==> src/rtl/tpu_pkg.sv <==
// ============================================================================
//  tpu_pkg
//  Types and constants shared by the weight feeder and its helpers.
//  Rev 1.0
// ============================================================================
`default_nettype none

package tpu_pkg;

  localparam int DATA_W = 16;

  typedef enum logic [2:0] {
    S_IDLE  = 3'd0,
    S_FETCH = 3'd1,
    S_FLUSH = 3'd2,
    S_HOLD  = 3'd3,
    S_DRAIN = 3'd4,
    S_DONE  = 3'd5
  } feeder_state_t;

endpackage

`default_nettype wire

==> src/rtl/up_counter.sv <==
// ============================================================================
//  up_counter
//  Loadable up-counter with a terminal flag that marks the last enabled step.
//  Rev 1.0
// ============================================================================
`default_nettype none

module up_counter
  import tpu_pkg::*;
#(
  parameter int WIDTH = 8
) (
  input  logic             clk,
  input  logic             rst_n,
  input  logic             load,
  input  logic [WIDTH-1:0] limit,
  input  logic             en,
  output logic             tc
);

  logic [WIDTH-1:0] r_count;
  logic [WIDTH-1:0] r_limit;
  logic [WIDTH-1:0] w_next;

  assign w_next = r_count + WIDTH'(1);

  // tc is qualified by en so the owner can leave its phase on this very step
  assign tc = en && (w_next == r_limit);

  always_ff @(posedge clk) begin
    if (!rst_n) begin
      r_count <= '0;
      r_limit <= '0;
    end else if (load) begin
      r_count <= '0;
      r_limit <= limit;
    end else if (en) begin
      r_count <= w_next;
    end
  end

endmodule

`default_nettype wire

==> src/rtl/weight_feeder.sv <==
// ============================================================================
//  weight_feeder
//  Reads weights from the unified buffer, pushes them into the weight
//  accumulator, then issues matching dequeue strobes once draining is allowed.
//  Rev 1.0
// ============================================================================
`default_nettype none

module weight_feeder
  import tpu_pkg::*;
#(
  parameter int WEIGHT_ACC_WIDTH = 4,
  parameter int ADDR_WIDTH       = 8
) (
  input  logic                     clk,
  input  logic                     rst_n,
  input  logic                     start,
  input  logic [ADDR_WIDTH-1:0]    base_addr,
  input  logic [7:0]               count,
  input  logic                     drain_en,
  output logic                     mem_rd_en,
  output logic [ADDR_WIDTH-1:0]    mem_rd_addr,
  input  logic signed [DATA_W-1:0] mem_rd_data,
  output logic                     weight_acc_valid_data_in,
  output logic signed [DATA_W-1:0] weight_acc_data_in,
  output logic                     weight_acc_valid_in,
  output logic                     busy,
  output logic                     done,
  output logic                     cfg_err
);

  localparam logic [7:0] C_MAX_N = 8'(WEIGHT_ACC_WIDTH);

  feeder_state_t r_state;
  feeder_state_t w_state_next;

  logic [ADDR_WIDTH-1:0] r_addr;
  logic                  r_push_valid;
  logic                  r_cfg_err;

  logic       w_accept;
  logic       w_load;
  logic [7:0] w_n;
  logic       w_fetch;
  logic       w_drain;
  logic       w_rd_tc;
  logic       w_dr_tc;

  assign w_accept = (r_state == S_IDLE) && start;
  assign w_load   = w_accept && (count != 8'd0);
  assign w_n      = (count > C_MAX_N) ? C_MAX_N : count;
  assign w_fetch  = (r_state == S_FETCH);
  assign w_drain  = (r_state == S_DRAIN);

  up_counter #(
    .WIDTH (8)
  ) u_rd_cnt (
    .clk   (clk),
    .rst_n (rst_n),
    .load  (w_load),
    .limit (w_n),
    .en    (w_fetch),
    .tc    (w_rd_tc)
  );

  up_counter #(
    .WIDTH (8)
  ) u_dr_cnt (
    .clk   (clk),
    .rst_n (rst_n),
    .load  (w_load),
    .limit (w_n),
    .en    (w_drain),
    .tc    (w_dr_tc)
  );

  always_ff @(posedge clk) begin
    if (!rst_n) begin
      r_state <= S_IDLE;
    end else begin
      r_state <= w_state_next;
    end
  end

  always_comb begin
    w_state_next        = r_state;
    mem_rd_en           = 1'b0;
    weight_acc_valid_in = 1'b0;
    busy                = 1'b1;
    done                = 1'b0;
    case (r_state)
      S_IDLE: begin
        busy = 1'b0;
        if (start) begin
          w_state_next = (count == 8'd0) ? S_DONE : S_FETCH;
        end
      end
      S_FETCH: begin
        mem_rd_en = 1'b1;
        if (w_rd_tc) begin
          w_state_next = S_FLUSH;
        end
      end
      S_FLUSH: begin
        w_state_next = S_HOLD;
      end
      S_HOLD: begin
        if (drain_en) begin
          w_state_next = S_DRAIN;
        end
      end
      S_DRAIN: begin
        weight_acc_valid_in = 1'b1;
        if (w_dr_tc) begin
          w_state_next = S_DONE;
        end
      end
      S_DONE: begin
        done         = 1'b1;
        w_state_next = S_IDLE;
      end
      default: begin
        w_state_next = S_IDLE;
      end
    endcase
  end

  always_ff @(posedge clk) begin
    if (!rst_n) begin
      r_addr       <= '0;
      r_push_valid <= 1'b0;
      r_cfg_err    <= 1'b0;
    end else begin
      r_cfg_err    <= w_accept && (count > C_MAX_N);
      r_push_valid <= mem_rd_en;
      if (w_load) begin
        r_addr <= base_addr;
      end else if (mem_rd_en) begin
        r_addr <= r_addr + ADDR_WIDTH'(1);
      end
    end
  end

  // Read data arrives one cycle after the strobe, aligned with the registered
  // push valid, so the weight is forwarded in that cycle and forced to zero otherwise.
  assign weight_acc_valid_data_in = r_push_valid;
  assign weight_acc_data_in       = r_push_valid ? mem_rd_data : '0;
  assign mem_rd_addr              = mem_rd_en ? r_addr : '0;
  assign cfg_err                  = r_cfg_err;

endmodule

`default_nettype wire
==> config.mk <==
export PLATFORM = sky130hd
export DESIGN_NAME = weight_feeder
export DESIGN_NICKNAME = d
export VERILOG_FILES = /design/src/rtl/tpu_pkg.sv /design/src/rtl/up_counter.sv /design/src/rtl/weight_feeder.sv
export SDC_FILE = /design/constraint.sdc
export NUM_CORES = 1
export LEC_CHECK = 0
export CORE_ASPECT_RATIO = 0.5
export CORE_MARGIN = 2
export CORE_UTILIZATION = 55
export CTS_BUF_LIST = sky130_fd_sc_hd__clkbuf_2
export CTS_CLUSTER_SIZE = 24
export DETAILED_ROUTE_END_ITERATION = 8
export PLACE_DENSITY_LB_ADDON = 0.15
export SLEW_MARGIN = 20
export SYNTH_ARGS = -nofsm -noshare
export SYNTH_HDL_FRONTEND = slang
export SYNTH_HIERARCHICAL = 1
export SYNTH_SLANG_ARGS = --single-unit
==> constraint.sdc <==
create_clock -name clk -period 5.3 [get_ports clk]
set_input_delay 1.06 -clock clk [delete_from_list [all_inputs] [get_ports clk]]
set_output_delay 1.06 -clock clk [all_outputs]
set_load 0.02 [all_outputs]
==> results.cfg <==
[finish]
num-nets-final = 401
drive_gt1_frac = 0.0606
seq_area_um2 = 901
n_fill_cell = 354
multi_input_area_um2 = 1650
fin_area_um2 = 3350
syn_to_final_growth_pct = 26.4
diodes = 0

[logic_synthesis]
synthArstFlopShare = 0
synth_compound_area_frac = 0.107
synth_edf_count = 0
yosysTopAreaCellShare = 0.339
synthSimpleGateAreaFrac = 0.271
synth_largest_area_cell = dfxtp_1
yosysSeqAreaShare = 0.339
synth_xor_area_frac = 0.143
yosys-mux-area-fraction = 0.0721
synth_top_family_by_area = simple AND/OR/NAND/NOR gates
synth_cells = 299
yosysWarnings = 6
yosys.area_share.adder = 0.0141
synth_area_per_cell_um2 = 8.88
yosysMostFrequentCell = dfxtp_1
ys_ff_latch = 45
ys_types = 47
yosys-top-cells-count = dfxtp_1 (45), nor2_1 (27), and2_1 (25)
syn_area_um2 = 2650
synthFlopType = dfxtp_1
netlist_top_cells_area = dfxtp_1 (34%), mux2i_1 (6.8%), xor2_1 (6.3%)

[placed_design]
port_buffers = 65
place.gp.congestion = 0.838
hpwl_mm = 4.29
pre_cts_ws_ns = 1.55
post_dp_cell_area_um2 = 3310

[detailed_routing]
via_per_inst = 5.23
num_vias = 2242
drt-pass1-iter-count = 5
drc = 0
routedWlPerCell_um = 13.2
wl_mm = 5.67
drt-initial-drc-count = 46
detail-route-antenna-nets = 0

[pwr]
power_frac_clock = 0.213
combPwrFrac = 0.215
ir_worst_vdd_mv = 0.124
p_leak_nw = 1.29
swShare = 0.275
p_switching_uw = 179
p_seq_frac = 0.571
powerDensity_nw_per_um2 = 193
power.internal_uw = 470

[run_status]
status = complete, no violations

[clock_tree]
cts_sinks = 45
cts_max_level = 2
clk_path_buf_depth = 2
hold_buffers = 0
post_cts_resized = 0
cts_tree = done
cts.clk_slew.worst_paths_ns = 0.19
post_cts_buffers = 0
cts_buffers = 5
clockRootBuffer = clkbuf_2
clkLatencyLatePin_ns = 0.39

[floorplanning]
die-area_um2 = 5430
fp.coreArea_um2 = 4510
row_count = 17
die_w_um = 102
pin_count = 66
start_util = 0.589
dieHeight_um = 53.1

[sta]
slew_violations = 0
slew_headroom = 0.367
finalClockSkew_ns = 0.00928
finalHoldViolCount = 0
fin_ws_ns = 1.69
setup_viol = 0
rsz0062_at_grt = no
setup_tns_ns = 0
fmax_mhz = 277
worst_pin_slew_ns = 0.949
finalCriticalPeriod_ns = 3.61
whs_ns = 0.554
period_share = 0.681

[critical_path]
path_max_fanout = 25
endpoint_kind = output pin
cp.required_ns = 4.24
crit_type = reg2out
crit_arrival_ns = 2.55
cp-start-kind = flop

[worst_hold_path]
min_path_type = reg2reg

[global_routing]
grt_pass1_wl_mm = 9.16
grt_use_total = 0.218
grt_antenna_before_repair = 0
grt_max_degree = 26
gr-total-overflow = 0
grt_pass1_vias = 2048

[job]
cap_viol_max_count = 0
[per-stage QoR]
stage          cells  utilization  power [mW]
2_1_floorplan    308            -       0.459
3_3_place_gp     421        0.735       0.513
3_5_place_dp     421        0.735       0.517
4_1_cts          429        0.744       0.656
5_1_grt          429        0.744       0.682
6_report         429        0.744       0.649
[sequential cells by signal (all words and copies together) (netlist names)]
register	flops
r_addr	8
u_rd_cnt/r_limit	8
r_state	3
u_dr_cnt/r_count	8
cfg_err	1
u_rd_cnt/r_count	8
weight_acc_valid_data_in	1
u_dr_cnt/r_limit	8
[worst max-delay path, stage by stage, from the launching register on]
cell	delay (ns)
dfxtp_1	0.53
or3b_1	0.51
clkinv_2	0.29
and2_1	0.22
clkdlybuf4s50_1	0.61
[routing by layer]
metal  global-route usage  vias up  share of wire
met2                0.405       48           0.49
met4               0.0533        0         0.0055
li1                     -     1154              -
met3               0.0608        6          0.055
met1                0.252     1034           0.45
met5                    0        -              0
[kinds of logic (layout without fill, tap and decap cells)]
kind of cell,after synthesis,count (layout)
AND/OR/NAND/NOR,132,132
flip-flops,45,45
AO/OA/AOI/OAI,37,37
XOR/XNOR,36,36
buffers and inverters,26,81
multiplexers,19,19
adder cells (fa/ha/maj),3,3
other,1,10
[placed cells by master (no fill, tap or decap), types with 2 or more instances in the layout]
cell	instances
nand4_1	9
a211oi_2	2
xnor2_1	13
xor2_1	19
a31oi_1	5
and3_2	2
and4_1	2
o2111a_1	2
and3_1	5
dfxtp_1	45
and2_1	25
ha_1	3
inv_1	7
clkbuf_2	8
a21oi_1	8
a211oi_1	2
clkdlybuf4s50_1	65
o21ai_0	4
conb_1	10
nor2_1	27
xor2_4	2
nand2b_1	3
nor2b_1	16
a21o_2	2
nor3_1	7
nand3_1	15
or3b_1	2
mux2i_1	18
nand2_1	13
o31ai_1	5
xnor3_1	2
[cell type report]
type                       count  share of cell area
multi-input combinational    237               0.492
sequential                    45               0.269
timing repair buffer          65               0.194
tap                           66              0.0246
clock buffer                   8              0.0119
inverter                       8             0.00932
[power groups by stage]
stage               Clock [mW]  Combinational, mW  Sequential [mW]
floorplan                    0             0.0862            0.373
global placement             0              0.136            0.377
detailed placement           0              0.140            0.377
CTS                      0.146              0.140            0.370
global route             0.158              0.152            0.373
finish                   0.138              0.140            0.370
[path summary, 6_finish.rpt]
| check | start | endpoint | slack, ns | depth (start not counted) |
|---|---|---|---|---|
| worst max-delay path | r_state[0] | mem_rd_addr[7] | 1.69 | 4 |
| worst min-delay path | u_dr_cnt/r_limit[2] | u_dr_cnt/r_limit[2] | 0.55 | 2 |
| worst max register to register | r_state[0] | u_dr_cnt/r_count[2] | 2.64 | 5 |
| worst min register to register | u_dr_cnt/r_limit[2] | u_dr_cnt/r_limit[2] | 0.55 | 2 |
Note: power is estimated with default switching activity, not from simulation.
